**config.mk**
```make
export PLATFORM = sky130hd
export DESIGN_NAME = esm_select_engine_flat
export DESIGN_NICKNAME = d
export VERILOG_FILES = /design/src/rtl/esm_grant_if.sv /design/src/rtl/esm_select_engine.sv /design/src/flat_wrapper.sv
export SDC_FILE = /design/constraint.sdc
export NUM_CORES = 1
export LEC_CHECK = 0
export CAP_MARGIN = 5
export CORE_ASPECT_RATIO = 1.2
export CORE_MARGIN = 2
export CORE_UTILIZATION = 45
export DETAILED_ROUTE_END_ITERATION = 6
export DONT_BUFFER_PORTS = 1
export HOLD_SLACK_MARGIN = 0.05
export PLACE_DENSITY = 0.59
export SYNTH_ARGS = -nofsm -noshare
export SYNTH_HDL_FRONTEND = slang
export SYNTH_SLANG_ARGS = --single-unit
```
**constraint.sdc**
```tcl
create_clock -name clk -period 9.92 [get_ports clk]
set_clock_uncertainty 0.15 [all_clocks]
set_input_delay 2.976 -clock clk [delete_from_list [all_inputs] [get_ports clk]]
set_output_delay 2.976 -clock clk [all_outputs]
set_load 0.02 [all_outputs]
```
**src/rtl/esm_grant_if.sv**
```systemverilog
// Grant handshake bundle between the ESM selection engine and the slot consumer.
// The engine is the master: it drives valid/index and samples ready.
interface esm_grant_if #(
    parameter int BS = 16
);
    localparam int IW = $clog2(BS);

    logic          grant_valid;
    logic          grant_ready;
    logic [IW-1:0] grant_index;

    modport master (
        output grant_valid,
        output grant_index,
        input  grant_ready
    );

    modport slave (
        input  grant_valid,
        input  grant_index,
        output grant_ready
    );
endinterface

```
**src/rtl/esm_select_engine.sv**
```systemverilog
// ESM selection core: random-offset circular pick of a free buffer entry with busy tracking.
// Optional grant/miss statistics counters are built when ESM_STATS_EN is defined.
module esm_select_engine #(
    parameter int          BS   = 16,
    parameter logic [31:0] SEED = 32'h1,
    parameter logic [31:0] TAPS = 32'h80200003,
    localparam int         IW   = $clog2(BS)
) (
    input  logic          clk,
    input  logic          rst,
    input  logic          start,
    input  logic [BS-1:0] ready_index,
    input  logic          release_valid,
    input  logic [IW-1:0] release_index,
    esm_grant_if.master   gnt,
    output logic          no_cand,
    output logic [BS-1:0] busy_mask,
`ifdef ESM_STATS_EN
    output logic [15:0]   grant_count,
    output logic [15:0]   miss_count,
`endif
    output logic          idle
);

    if (SEED == 32'h0) begin : g_bad_seed
        $error("esm_select_engine: SEED must be nonzero");
    end

    typedef enum logic [1:0] {
        IDLE  = 2'd0,
        SCAN  = 2'd1,
        GRANT = 2'd2
    } state_t;

    state_t        state_q, state_d;
    logic [31:0]   lfsr_q, lfsr_d;
    logic [BS-1:0] cand_q, cand_d;
    logic [BS-1:0] busy_q, busy_d;
    logic [IW-1:0] off_q, off_d;
    logic [IW-1:0] gidx_q, gidx_d;
    logic          gvld_q, gvld_d;
    logic          nc_q, nc_d;
    logic          idle_q, idle_d;

    logic          hit;
    logic [IW-1:0] hit_idx;
    logic [IW-1:0] idx;
    logic          accept;

    // Circular search starting at the random offset; IW-bit add wraps naturally.
    always_comb begin
        hit     = 1'b0;
        hit_idx = '0;
        idx     = '0;
        for (int i = 0; i < BS; i++) begin
            idx = off_q + IW'(i);
            if (!hit && cand_q[idx]) begin
                hit     = 1'b1;
                hit_idx = idx;
            end
        end
    end

    assign accept = (state_q == GRANT) && gnt.grant_ready;

    always_comb begin
        lfsr_d  = (lfsr_q >> 1) ^ (lfsr_q[0] ? TAPS : 32'h0);
        cand_d  = ready_index & ~busy_q;
        state_d = state_q;
        off_d   = off_q;
        gidx_d  = gidx_q;
        gvld_d  = gvld_q;
        nc_d    = 1'b0;
        busy_d  = busy_q;
        // Set after clear so a same-cycle accept of a released index keeps it busy.
        if (release_valid) busy_d[release_index] = 1'b0;
        if (accept)        busy_d[gidx_q]        = 1'b1;
        unique case (state_q)
            IDLE: begin
                if (start) begin
                    off_d   = lfsr_q[IW-1:0];
                    state_d = SCAN;
                end
            end
            SCAN: begin
                if (hit) begin
                    gidx_d  = hit_idx;
                    gvld_d  = 1'b1;
                    state_d = GRANT;
                end else begin
                    nc_d    = 1'b1;
                    state_d = IDLE;
                end
            end
            GRANT: begin
                if (gnt.grant_ready) begin
                    gvld_d  = 1'b0;
                    state_d = IDLE;
                end
            end
            default: begin
                gvld_d  = 1'b0;
                state_d = IDLE;
            end
        endcase
        idle_d = (state_d == IDLE);
    end

    always_ff @(posedge clk or posedge rst) begin
        if (rst) begin
            state_q <= IDLE;
            lfsr_q  <= SEED;
            cand_q  <= '0;
            busy_q  <= '0;
            off_q   <= '0;
            gidx_q  <= '0;
            gvld_q  <= 1'b0;
            nc_q    <= 1'b0;
            idle_q  <= 1'b1;
        end else begin
            state_q <= state_d;
            lfsr_q  <= lfsr_d;
            cand_q  <= cand_d;
            busy_q  <= busy_d;
            off_q   <= off_d;
            gidx_q  <= gidx_d;
            gvld_q  <= gvld_d;
            nc_q    <= nc_d;
            idle_q  <= idle_d;
        end
    end

    assign gnt.grant_valid = gvld_q;
    assign gnt.grant_index = gidx_q;
    assign no_cand         = nc_q;
    assign busy_mask       = busy_q;
    assign idle            = idle_q;

`ifdef ESM_STATS_EN
    logic [15:0] gcnt_q, gcnt_d;
    logic [15:0] mcnt_q, mcnt_d;

    always_comb begin
        gcnt_d = gcnt_q;
        mcnt_d = mcnt_q;
        if (accept && gcnt_q != 16'hFFFF) gcnt_d = gcnt_q + 16'd1;
        if (nc_d && mcnt_q != 16'hFFFF)   mcnt_d = mcnt_q + 16'd1;
    end

    always_ff @(posedge clk or posedge rst) begin
        if (rst) begin
            gcnt_q <= '0;
            mcnt_q <= '0;
        end else begin
            gcnt_q <= gcnt_d;
            mcnt_q <= mcnt_d;
        end
    end

    assign grant_count = gcnt_q;
    assign miss_count  = mcnt_q;
`endif

endmodule

```
**src/flat_wrapper.sv**
```systemverilog
// flat-port wrapper written by rule: the top's interface ports become plain ports
module esm_select_engine_flat 
#(
    parameter int          BS   = 16,
    parameter logic [31:0] SEED = 32'h1,
    parameter logic [31:0] TAPS = 32'h80200003,
    localparam int         IW   = $clog2(BS)
)
  (clk, rst, start, ready_index, release_valid, release_index, no_cand, busy_mask, idle, gnt_grant_valid, gnt_grant_index, gnt_grant_ready);
  esm_grant_if #(.BS(BS)) gnt_i ();
  input  logic clk;
  input  logic rst;
  input  logic start;
  input  logic [BS-1:0] ready_index;
  input  logic release_valid;
  input  logic [IW-1:0] release_index;
  output logic no_cand;
  output logic [BS-1:0] busy_mask;
  output logic idle;
  output wire logic [$bits(gnt_i.grant_valid)-1:0] gnt_grant_valid;
  output wire logic [$bits(gnt_i.grant_index)-1:0] gnt_grant_index;
  input wire logic [$bits(gnt_i.grant_ready)-1:0] gnt_grant_ready;
  assign gnt_grant_valid = gnt_i.grant_valid;
  assign gnt_grant_index = gnt_i.grant_index;
  assign gnt_i.grant_ready = gnt_grant_ready;
  esm_select_engine #(.BS(BS), .SEED(SEED), .TAPS(TAPS)) u_core (.clk(clk), .rst(rst), .start(start), .ready_index(ready_index), .release_valid(release_valid), .release_index(release_index), .gnt(gnt_i), .no_cand(no_cand), .busy_mask(busy_mask), .idle(idle));
endmodule
```
-- After elaboration in Yosys (flattened, before gate mapping)
Index checks and enable logic that the tools add are counted.
W data, S select, Z words.
- bitwise gates (word level): 7
- mux-type cells: 80
- add/sub/neg operators: 15
- equal/unequal tests: 4
- reduce and logical (&&, ||, !) cells: 38
- $lt $le $gt $ge: 20
- operator list (operator ; count):
    $lt A4 B5 Y1 const B ; 18
    $bmux W1 S4 ; 16
    $mux W4 ; 16
    $mux W1 ; 38
    $add A4 B4 Y4 const B ; 8
    $and A16 B16 Y16 ; 2
    $mux W16 ; 2
    $mux W32 ; 1
    $not A16 Y16 ; 2
    $xor A31 B32 Y32 ; 1
    $logic_and A1 B1 Y1 ; 18
    $add A4 B3 Y4 const B ; 4
    $or A16 B16 Y16 ; 1
    $logic_not A1 Y1 ; 15
    $add A4 B2 Y4 const B ; 2
    $demux W1 S4 ; 2
    $ge A4 B1 Y1 const B ; 2
    $mux W2 ; 3
    $pmux W2 S3 ; 1
    $add A4 B1 Y4 const B ; 1
    $logic_not A2 Y1 ; 2
    $reduce_and A2 Y1 ; 2
    $pmux W1 S3 ; 1
    $reduce_and A3 Y1 ; 1
    5 further kinds ; 5
- output and inout bits: 23
- flip-flop bits (word level): 77

-- Logic depth before layout (Yosys ltp)
Gate-level depths: netlist of the first run.
- depth in word-level cells: 51
- depth in mapped cells: 16
- gate-level depth less buffers: 11

-- Worst setup path after synthesis of the first run
OpenSTA, ideal clock, no wires.
- path kind: register to register
- start: register u_core.off_q[1]
- end: register u_core.gidx_q[3] (netlist: u_core.gnt.grant_index[3])
- arrival time: 4492 ps
- setup slack: 5151 ps
- buffers on the path: 3
- cell stages (with the launch flop): 15
- library setup time: 128 ps
- required time: 9642 ps
- cell sequence: dfrtp_1 clkbuf_1 clkbuf_1 inv_2 ha_1 clkbuf_1 mux4_2 mux2i_1 mux2i_1 a2111oi_4 and2b_4 nand2_4 or4_1 o31ai_1 a21oi_1
- word-level cells in the longest chain between the ends: 49
- ends and longest elaborated chain (element ; line ; source):
    from (decl) ; esm_select_engine.sv:39 ; logic [IW-1:0] off_q, off_d;
    from (signal assigned) ; esm_select_engine.sv:115 ; off_q <= '0;
    from (signal assigned) ; esm_select_engine.sv:125 ; off_q <= off_d;
    branches (longest 49 deep; another with $add A4 B1 Y4) ; -- ;
    to (signal assigned) ; esm_select_engine.sv:126 ; gidx_q <= gidx_d;
    to (decl) ; esm_select_engine.sv:40 ; logic [IW-1:0] gidx_q, gidx_d;
Several ways; the timed one is not identified. The select of a mux whose other input is x is not followed.
A chain may end at the register's enable or synchronous reset.

-- Final worst setup path of the first run
Ends and elaborated chain as after synthesis.

==> results of run 1 <==
## flip-flops by register name (all words and copies together) (netlist names)
name                    cells
u_core.busy_mask           16
u_core.cand_q              16
u_core.gnt.grant_index      4
u_core.gnt.grant_valid      1
u_core.idle                 1
u_core.lfsr_q              32
u_core.no_cand              1
u_core.off_q                4
u_core.state_q              2
## kinds of logic (layout without fill, tap and decap cells)
group | Yosys count | in the layout | synth area share
xor gates and xnor gates | 13 | 13 | 0.02542
AOI/OAI and AO/OA | 119 | 119 | 0.1572
DFF | 77 | 77 | 0.4041
buffers and inverters | 30 | 34 | 0.02752
muxes | 65 | 65 | 0.2217
and+or+nand+nor | 137 | 137 | 0.1457
adders and majority gates | 7 | 7 | 0.01834
## per-layer routing
layer  track usage  wire length (um)
met3       0.03800               635
met2        0.3721              6109
met4        0.1546               834
met5             0                 0
met1        0.2785              5146
## cell usage in the layout (no fill, tap or decap), types with 3 or more instances in the layout
master / n
dfrtp_1: 75
o21ai_0: 52
nand2_1: 37
mux4_2: 29
nor2_1: 29
a21oi_1: 20
nor2b_1: 18
nand2b_1: 17
mux2i_1: 17
mux2_2: 12
inv_1: 9
nor3_1: 9
clkbuf_16: 9
xnor2_1: 7
ha_1: 7
xor2_1: 5
o21ai_1: 5
o31a_1: 5
or2_2: 4
inv_2: 4
mux2_1: 4
nand3_1: 4
a31oi_1: 4
nand4_1: 3
nand3b_1: 3
nor4_1: 3
o31ai_1: 3
a221oi_1: 3
clkinvlp_4: 3
buf_4: 3
## worst min path at each step
stage,from,endpoint,slack (ns),depth (start not counted)
3_3_place_gp,u_core.lfsr_q[8],u_core.lfsr_q[7],0.18,0
3_5_place_dp,u_core.lfsr_q[21],u_core.lfsr_q[20],0.19,0
4_1_cts,u_core.lfsr_q[24],u_core.lfsr_q[23],0.20,0
5_1_grt,u_core.lfsr_q[23],u_core.lfsr_q[22],0.21,0
6_report,u_core.lfsr_q[23],u_core.lfsr_q[22],0.20,0
2_1_floorplan,u_core.lfsr_q[11],u_core.lfsr_q[10],0.18,0
## area by class of cell
type,instances,area share
clock inverter,7,0.01305
sequential,77,0.3727
tap,129,0.03118
multi-input combinational,341,0.5243
clock buffer,9,0.04351
inverter,15,0.01088
timing repair buffer,3,0.004351
## power by group
part / total (W) / switching, W / internal (W)
registers: 0.000479 / 0.000112 / 0.000367
logic: 0.000305 / 0.000179 / 0.000125
clock network: 0.000313 / 0.000138 / 0.000175
## worst reg2reg max path, cell delays in order (launching register included)
cell	delay, ns
dfrtp_1	0.94
inv_2	0.24
ha_1	0.82
mux4_2	0.66
mux2i_1	0.36
mux2i_1	0.30
a2111oi_4	0.54
and2b_4	0.28
nand2_4	0.09
or4_1	0.54
o31ai_1	0.20
a21oi_1	0.06
## stage by stage
| step | hold WS [ns] | power (W) |
|---|---|---|
| detailed placement | 0.1855 | 0.0007821 |
| global placement | 0.1845 | 0.0007818 |
| finish | 0.2020 | 0.001096 |
| global route | 0.2100 | 0.001150 |
| CTS | 0.2007 | 0.001098 |
| floorplan | 0.1812 | 0.0006819 |
==> metrics.log, run 1 <==
[metrics] final cell count without fillers: 581
[metrics] worst skew pair latency: 0.34 ns
[metrics] critical path data arrival time: 5.35 ns
[metrics] fraction of synthesis flops using an asynchronous set or reset pin: 1.000
[metrics] post-CTS setup buffer count: 0
[metrics] dominant cells by area after synthesis: dfrtp_1 (39%), mux4_2 (14%), o21ai_0 (5.5%)
[metrics] RePlAce Congestion: 1.036
[metrics] area of the multi-input gates: 2714 sq um
[metrics] portion of synthesized cell area occupied by the leading cell type: 0.3931
[metrics] final sum of negative setup slack: 0 ns
[metrics] post-detailed-route via-to-cell ratio: 6.373
[metrics] mean area per synthesized cell: 10.66 sq um
[metrics] Worst path most repeated cell: mux2i_1
[metrics] number of hold violations in the final report: 0
[metrics] number of synthesized flops with an enable pin: 0
[metrics] register clock-pin slew on the reported worst setup and hold paths: 0.07 ns
[metrics] number of DRC markers in iteration 0: 334
[metrics] count of nets after finishing: 479
[metrics] worst slack after detailed placement: 4.705 ns
[metrics] kind of cell with the highest combined delay on the critical path: multiplexers
[metrics] Syn Inst Count: 448
[metrics] smallest setup slack after layout: 4.642 ns
[metrics] Critical Path Max Stage Delay: 0.94 ns
[metrics] instance area after placement: 4883 sq um
[metrics] CP Launch Type: register
[metrics] final design area excluding fillers: 5176 sq um
[metrics] share of the clock period used by the worst path: 0.5320
[metrics] layout cells sized above 1: 0.1704
[metrics] highest achievable clock rate: 0.1895 GHz
[metrics] post-synthesis register bit count: 77
[metrics] yosys synthesis warning count: 0
[metrics] Critical Path End: u_core.gnt.grant_index[3]
[metrics] worst endpoint required time: 10.00 ns
[metrics] cell at the root of the clock tree: clkbuf_16
[metrics] launching instance or port of the critical path: u_core.off_q[1]
[metrics] count of boundary I/O pins: 48
[metrics] CTS tree: built
[metrics] buffer levels on the longest clock path: 2
[metrics] HPWL after DPL: 9572 um
[metrics] most common flop cell mapped by yosys: dfrtp_1
[metrics] gr ovfl total: 0
[metrics] count of fill cells added during filler insertion: 938
[metrics] antenna violations before repair: 0
[metrics] critical path cell sequence: inv_2, ha_1, mux4_2, mux2i_1, mux2i_1, a2111oi_4, and2b_4, nand2_4, or4_1, o31ai_1, a21oi_1
[metrics] wire length of the first global-routing pass: 19560 um
[metrics] endpoint of the lowest-slack register-to-register path: u_core.gnt.grant_index[3]
[metrics] vertical die dimension: 116.8 um
[metrics] synthesized area: 4775 sq um
[metrics] Port Buffers: 0
[metrics] number of stages on the worst setup path: 11
[metrics] maximum number of pins on one net before global-route repair: 78
[metrics] Tmin final: 5.278 ns
[metrics] leakage: 2.101 nW
[metrics] detailed-router iteration count before antenna repair: 4
[metrics] max-capacitance violation count: 0
[metrics] start of the worst register-to-register path: u_core.off_q[1]
[metrics] register area: 1929 sq um
[metrics] count of cell types in the netlist: 67
[metrics] number of global-route vias before repair: 3534
[metrics] r2r worst-path depth: 11
[metrics] overall global routing resource usage: 0.2270
[metrics] total number of vias: 3703
[metrics] count of clock tree sinks: 77
[metrics] diode count: 0
[metrics] cts-stage hold buffer count: 0
[metrics] syn nets: 480
[metrics] category of the most critical setup path: reg2reg
[metrics] Worst-Margin Slew: 0.9829 ns
[metrics] Worst IR Drop VDD: 0.1400 mV
[metrics] largest driver fanout on the critical path: 22
[metrics] die outline area: 11450 sq um
[metrics] register-to-register setup slack: 4.64 ns
[metrics] slowest cell on the critical path: dfrtp_1
[metrics] pwr/cell area: 211.8 nW/um^2
[metrics] setup repair after global routing missed its margin: false
[metrics] Slew HR: 0.3433
[metrics] CTS Buf Count: 9
[metrics] pins over their slew limit: 0
[metrics] number of H-tree branching levels: 3
[metrics] drt total wl: 12730 um
[metrics] final setup violation count: 0
[metrics] wire length per cell: 21.90 um
[metrics] sequential fraction of the synthesis area: 0.4041
[metrics] top cells by count, synth: dfrtp_1 (75), o21ai_0 (52), nand2_1 (37)
[metrics] library cell occupying the most area in the post-synthesis netlist: dfrtp_1
[metrics] Core Rows: 41
[metrics] starting density of the core: 0.4585
[metrics] category of the worst setup path capture point: register
[metrics] status: finished clean
[metrics] horizontal die dimension: 98.03 um
[metrics] Std-Cell Core Area: 10410 sq um
[metrics] count of buffering cells on the critical path with inverters included: 1
[metrics] cell with the most instances after synthesis: dfrtp_1
[metrics] path class of the lowest-slack min-delay path: reg2reg
[metrics] count of placed standard cells including taps: 565
[metrics] area growth from synthesis to layout: 8.412%
[metrics] # DRC: 0
[metrics] Gates resized, CTS repair: 0
[metrics] core occupancy in the finished layout: 0.4971
[metrics] number of nets with antenna violations after routing: 0
Note: power is estimated with default switching activity, not from simulation.
==> run 2: changes to the inputs <==
- clock period: 9.92 -> 5.12 ns (I/O delays scaled with it)
==> run 2 against run 1 <==
Net effect:
- worst hold slack got worse by 0.010 ns
- combinational power rose by 91%
- maximum frequency rose by 18%
- clock power increased by 100%
- global-route usage rose by 0.16 points
- utilization up 0.34 points
- first-iteration DRC count is 7.2% lower
- cell area is 0.68% higher
- sequential share of layout area decreased by 0.25 points
- sequential power grew 93%
- die area did not move
- non-clock buffer count grew 3
- largest cell class unchanged
- largest power group unchanged
==> metrics.log, run 2 (synthesis results as in run 1) <==
[metrics] status: finished clean
[metrics] register clock-pin slew on the reported worst setup and hold paths: 0.06 ns (about the same)
[metrics] cell at the root of the clock tree: clkbuf_16
[metrics] wire length of the first global-routing pass: 19900 um (+1.7%)
[metrics] CTS tree: built
[metrics] largest driver fanout on the critical path: 14 (-36%)
[metrics] smallest setup slack after layout: 0.6298 ns (-4.012 ns)
[metrics] CP Launch Type: register
[metrics] cts-stage hold buffer count: 0 (unchanged)
[metrics] worst slack after detailed placement: 0.6974 ns (-4.008 ns)
[metrics] count of boundary I/O pins: 48 (unchanged)
[metrics] highest achievable clock rate: 0.2227 GHz (+18%)
[metrics] die outline area: 11450 sq um (unchanged)
[metrics] worst endpoint required time: 5.18 ns (-4.82 ns)
[metrics] number of global-route vias before repair: 3693 (+4.5%)
[metrics] number of DRC markers in iteration 0: 310 (-7.2%)
[metrics] flip-flop count of the largest register, all copies and words added: 32 (unchanged)
[metrics] category of the most critical setup path: reg2reg
[metrics] most common cell after layout, fill and taps aside: dfrtp_1
[metrics] count of clock tree sinks: 77 (unchanged)
[metrics] layout cells sized above 1: 0.1758 (+0.005470)
[metrics] gr ovfl total: 0 (unchanged)
[metrics] category of the worst setup path capture point: register
[metrics] pins over their slew limit: 0 (unchanged)
[metrics] antenna violations before repair: 0 (unchanged)
[metrics] Tmin final: 4.490 ns (-0.7877 ns)
[metrics] final sum of negative setup slack: 0 ns (unchanged)
[metrics] Std-Cell Core Area: 10410 sq um (unchanged)
[metrics] detailed-router iteration count before antenna repair: 5 (+1)
[metrics] CTS Buf Count: 9 (unchanged)
[metrics] # DRC: 0 (unchanged)
[metrics] diode count: 0 (unchanged)
[metrics] leakage: 2.132 nW (+1.4%)
[metrics] instance area after placement: 4906 sq um (+0.46%)
[metrics] Slew HR: 0.2770 (-0.06631)
[metrics] number of H-tree branching levels: 3 (unchanged)
[metrics] area of the multi-input gates: 2714 sq um (unchanged)
[metrics] HPWL after DPL: 9411 um (-1.7%)
[metrics] RePlAce Congestion: 1.046 (+1.0%)
[metrics] post-CTS setup buffer count: 0 (unchanged)
[metrics] final setup violation count: 0 (unchanged)
[metrics] Port Buffers: 0 (unchanged)
[metrics] maximum number of pins on one net before global-route repair: 41 (-47%)
[metrics] total number of vias: 3740 (+1.0%)
[metrics] core occupancy in the finished layout: 0.5004 (+0.003365)
[metrics] critical path data arrival time: 4.56 ns (-0.79 ns)
[metrics] horizontal die dimension: 98.03 um (unchanged)
[metrics] number of hold violations in the final report: 0 (unchanged)
[metrics] Core Rows: 41 (unchanged)
[metrics] area growth from synthesis to layout: 9.146%
[metrics] buffer levels on the longest clock path: 2 (unchanged)
[metrics] drt total wl: 12660 um (-0.50%)
[metrics] Worst IR Drop VDD: 0.3468 mV (+150%)
[metrics] Gates resized, CTS repair: 0 (unchanged)
[metrics] setup repair after global routing missed its margin: false
[metrics] Worst-Margin Slew: 1.077 ns (+0.09386 ns)
[metrics] count of nets after finishing: 482 (+0.63%)
[metrics] max-capacitance violation count: 0 (unchanged)
[metrics] most frequent cells in the layout: dfrtp_1 (75), o21ai_0 (52), nand2_1 (37)
[metrics] final hold slack: 0.1918 ns (-0.01028 ns)
[metrics] vertical die dimension: 116.8 um (unchanged)
[metrics] share of the clock period used by the worst path: 0.8770 (+0.3449)
[metrics] worst skew pair latency: 0.33 ns (about the same)
[metrics] count of fill cells added during filler insertion: 939 (+0.11%)
[metrics] starting density of the core: 0.4585 (unchanged)
[metrics] path class of the lowest-slack min-delay path: reg2reg
[metrics] register area: 1929 sq um (unchanged)
[metrics] Biggest register: u_core.lfsr_q
[metrics] number of nets with antenna violations after routing: 0 (unchanged)
[metrics] wire length per cell: 21.68 um (-1.0%)
[metrics] post-detailed-route via-to-cell ratio: 6.404 (+0.48%)
[metrics] pwr/cell area: 411.8 nW/um^2 (+94%)
[metrics] overall global routing resource usage: 0.2285 (+0.001557)
[metrics] final design area excluding fillers: 5211 sq um (+0.68%)
run 2: routing by layer:
layer,track usage,vias up,routed length [um]
li1,-,1679,-
met1,0.2889,1826,5099
met2,0.3635,186,6064
met3,0.04869,49,782
met4,0.1426,0,716
met5,0,-,0
run 2: area by class of cell:
cell class / count / area share
multi-input cells: 341 / 0.5208
repair buffers: 6 / 0.008643
clock inverters: 7 / 0.01537
inverters: 15 / 0.01080
flip-flops and latches: 77 / 0.3702
well taps: 129 / 0.03097
clock buffers: 9 / 0.04322
run 2: through the flow:
| stage | cells | total power [W] |
|---|---|---|
| global placement | 568 | 0.001505 |
| finish | 584 | 0.002146 |
| CTS | 584 | 0.002150 |
| floorplan | 448 | 0.001321 |
| detailed placement | 568 | 0.001505 |
| global route | 584 | 0.002268 |
run 2: critical path, stage by stage (launching register included):
cell and delay [ns]:
dfrtp_1 0.35, inv_2 0.12, ha_1 0.67, mux4_2 0.64, mux2i_1 0.36, mux2i_1 0.30, a2111oi_4 0.58, and2b_4 0.29
nand2_4 0.09, or4_1 0.54, o31ai_1 0.22, a21oi_1 0.07
run 2: worst paths after layout:
check | start | to | slack (ns) | cells after the start
min reg2reg | u_core.lfsr_q[24] | u_core.lfsr_q[23] | 0.19 | 0
min in group asynchronous | rst | u_core.lfsr_q[14] | 1.08 | 1
max in group asynchronous | rst | u_core.cand_q[5] | 2.77 | 2
max | u_core.off_q[1] | u_core.gnt.grant_index[3] | 0.63 | 11
min | u_core.lfsr_q[24] | u_core.lfsr_q[23] | 0.19 | 0
max reg2reg | u_core.off_q[1] | u_core.gnt.grant_index[3] | 0.63 | 11
run 2: power by group:
group / leakage (nW) / internal (W) / switching (W)
clock: 0.149 / 0.000385 / 0.000253
sequential: 1.01 / 0.000712 / 0.000214
combinational: 0.968 / 0.000242 / 0.000340
total: 2.13 / 0.00134 / 0.000807
==> run 3: changes to the inputs <==
- CORE_UTILIZATION: 45 -> 64
- PLACE_DENSITY: 0.59 -> 0.79
==> run 3 against run 2 <==
Net effect:
- clock-buffer cell count is the same
- cell count shrank 6.7%
- cell area shrank 3.2%
- die area down 29%
- non-clock buffer count unchanged
- combinational power rose by 3%
- largest power group unchanged
- highest routed layer unchanged
- critical path depth did not move
- global-route usage grew 9.6 points
- worst hold slack better by 0.011 ns
- register-to-register slack better by 0.12 ns
- via count rose by 2.9%
- flip-flop and latch count is the same
- critical path type unchanged
==> metrics.log, run 3 (synthesis results as in run 1) <==
[metrics] status: finished clean
[metrics] number of H-tree branching levels: 3 (unchanged)
[metrics] # DRC: 0 (unchanged)
[metrics] critical path data arrival time: 4.45 ns (-0.11 ns)
[metrics] CTS Buf Count: 9 (unchanged)
[metrics] path class of the lowest-slack min-delay path: reg2reg
[metrics] CP Launch Type: register
[metrics] critical path cell sequence: inv_1, ha_1, mux4_2, mux2i_1, mux2i_1, a2111oi_4, and2b_4, nand2_4, or4_1, o31ai_1, a21oi_1
[metrics] number of hold violations in the final report: 0 (unchanged)
[metrics] wire length of the first global-routing pass: 20530 um (+3.2%)
[metrics] category of the most critical setup path: reg2reg
[metrics] register clock-pin slew on the reported worst setup and hold paths: 0.09 ns (+0.03 ns)
[metrics] count of boundary I/O pins: 48 (unchanged)
[metrics] post-detailed-route via-to-cell ratio: 7.061 (+10%)
[metrics] number of nets with antenna violations after routing: 0 (unchanged)
[metrics] CTS tree: built
[metrics] pins over their slew limit: 0 (unchanged)
[metrics] HPWL after DPL: 9440 um (+0.31%)
[metrics] slowest cell on the critical path: mux4_2
[metrics] buffer levels on the longest clock path: 2 (unchanged)
[metrics] horizontal die dimension: 82.85 um (-15%)
[metrics] detailed-router iteration count before antenna repair: 5 (unchanged)
[metrics] smallest setup slack after layout: 0.7501 ns (+0.1202 ns)
[metrics] antenna violations before repair: 0 (unchanged)
[metrics] cts-stage hold buffer count: 0 (unchanged)
[metrics] count of fill cells added during filler insertion: 534 (-43%)
[metrics] post-CTS setup buffer count: 0 (unchanged)
[metrics] Worst-Margin Slew: 1.052 ns (-0.02493 ns)
[metrics] final setup violation count: 0 (unchanged)
[metrics] Tmin final: 4.370 ns (-0.1202 ns)
[metrics] Worst IR Drop VDD: 0.3445 mV (-0.67%)
[metrics] wire length per cell: 23.17 um (+6.9%)
[metrics] Gates resized, CTS repair: 0 (unchanged)
[metrics] Slew HR: 0.2973 (+0.02026)
[metrics] final sum of negative setup slack: 0 ns (unchanged)
[metrics] worst endpoint required time: 5.20 ns (+0.02 ns)
[metrics] leakage: 2.073 nW (-2.7%)
[metrics] largest driver fanout on the critical path: 9 (-5)
[metrics] setup repair after global routing missed its margin: false
[metrics] count of clock tree sinks: 77 (unchanged)
[metrics] total number of vias: 3848 (+2.9%)
[metrics] share of the clock period used by the worst path: 0.8535 (-0.02348)
[metrics] category of the worst setup path capture point: register
[metrics] most common cell after layout, fill and taps aside: dfrtp_1
[metrics] gr ovfl total: 0 (unchanged)
[metrics] highest achievable clock rate: 0.2288 GHz (+2.8%)
[metrics] diode count: 0 (unchanged)
[metrics] number of DRC markers in iteration 0: 287 (-7.4%)
[metrics] flip-flop count of the largest register, all copies and words added: 32 (unchanged)
[metrics] drt total wl: 12630 um (-0.27%)
[metrics] max-capacitance violation count: 0 (unchanged)
[metrics] most frequent cells in the layout: dfrtp_1 (75), o21ai_0 (52), nand2_1 (37)
[metrics] cell at the root of the clock tree: clkbuf_8
[metrics] count of nets after finishing: 482 (unchanged)
[metrics] die outline area: 8170 sq um (-29%)
[metrics] Critical Path Max Stage Delay: 0.61 ns (-0.06 ns)
[metrics] Port Buffers: 0 (unchanged)
[metrics] Biggest register: u_core.lfsr_q
[metrics] pwr/cell area: 386.7 nW/um^2 (-6.1%)
[metrics] layout cells sized above 1: 0.1758 (unchanged)
[metrics] area growth from synthesis to layout: 5.660%
[metrics] worst slack after detailed placement: 0.8087 ns (+0.1113 ns)
[metrics] maximum number of pins on one net before global-route repair: 44 (+7.3%)
[metrics] RePlAce Congestion: 1.050 (+0.37%)
[metrics] Std-Cell Core Area: 7232 sq um (-31%)
[metrics] Core Rows: 34 (-17%)
[metrics] worst skew pair latency: 0.34 ns (about the same)
[metrics] starting density of the core: 0.6602 (+0.2017)
[metrics] number of global-route vias before repair: 3803 (+3.0%)
[metrics] Worst path most repeated cell: mux2i_1
[metrics] overall global routing resource usage: 0.3245 (+0.09600)
[metrics] vertical die dimension: 98.62 um (-16%)
run 3: cell count changes in the layout (fill, tap and decap cells not counted):
| cell | before | now |
|---|---|---|
| bufinv_16 | 1 | 0 |
| clkbuf_16 | 9 | 0 |
| clkbuf_8 | 0 | 9 |
| clkinv_2 | 1 | 0 |
| clkinv_4 | 0 | 1 |
| clkinvlp_4 | 1 | 2 |
| inv_6 | 3 | 2 |
| inv_8 | 1 | 2 |
run 3: power breakdown:
part | switching, W | internal [W] | leakage, nW
Clock | 0.000239 | 0.000187 | 0.0903
Sequential | 0.000216 | 0.000711 | 1.01
Combinational | 0.000356 | 0.000243 | 0.968
Total | 0.000811 | 0.00114 | 2.07
run 3: worst paths after layout:
check                      cells past startpoint  slack, ns         startpoint                         to
setup reg to reg                              11       0.75    u_core.off_q[0]  u_core.gnt.grant_index[3]
hold / removal                                 0       0.20  u_core.lfsr_q[27]          u_core.lfsr_q[26]
max in group asynchronous                      2       2.78                rst       u_core.busy_mask[13]
hold reg to reg                                0       0.20  u_core.lfsr_q[27]          u_core.lfsr_q[26]
min in group asynchronous                      1       1.08                rst          u_core.lfsr_q[21]
setup / recovery                              11       0.75    u_core.off_q[0]  u_core.gnt.grant_index[3]
run 3: layer usage:
| metal | routed length (um) | global-route usage | up-vias |
|---|---|---|---|
| li1 | - | - | 1688 |
| met1 | 4737 | 0.4055 | 1881 |
| met2 | 6101 | 0.5279 | 211 |
| met3 | 893 | 0.06700 | 68 |
| met4 | 897 | 0.1892 | 0 |
| met5 | 0 | 0 | - |
run 3: through the flow:
stage	hold WS, ns	power, W	utilization	instances	area (sq um)
5_1_grt	0.2144	0.002047	0.6976	545	5045
3_3_place_gp	0.1848	0.001498	0.6716	529	4857
6_report	0.2032	0.001951	0.6976	545	5045
3_5_place_dp	0.1847	0.001513	0.6716	529	4857
4_1_cts	0.2058	0.001943	0.6976	545	5045
2_1_floorplan	0.1812	0.001321	-	448	4775
run 3: final cells by class:
type / instances / area [sq um] / area share
clock buffer: 9 / 123.9 / 0.02455
inverter: 15 / 56.30 / 0.01116
clock inverter: 7 / 63.81 / 0.01265
tap: 90 / 112.6 / 0.02232
sequential: 77 / 1929 / 0.3824
timing repair buffer: 6 / 45.04 / 0.008929
multi-input combinational: 341 / 2714 / 0.5379
run 3: critical path, delay by kind of cell, from the launching register on:
| kind | cells | cell delay [ns] |
|---|---|---|
| AOI/OAI and AO/OA | 3 | 0.84 |
| adders and majority gates | 1 | 0.53 |
| buffers and inverters | 1 | 0.09 |
| DFF | 1 | 0.45 |
| muxes | 3 | 1.30 |
| and+or+nand+nor | 3 | 0.90 |
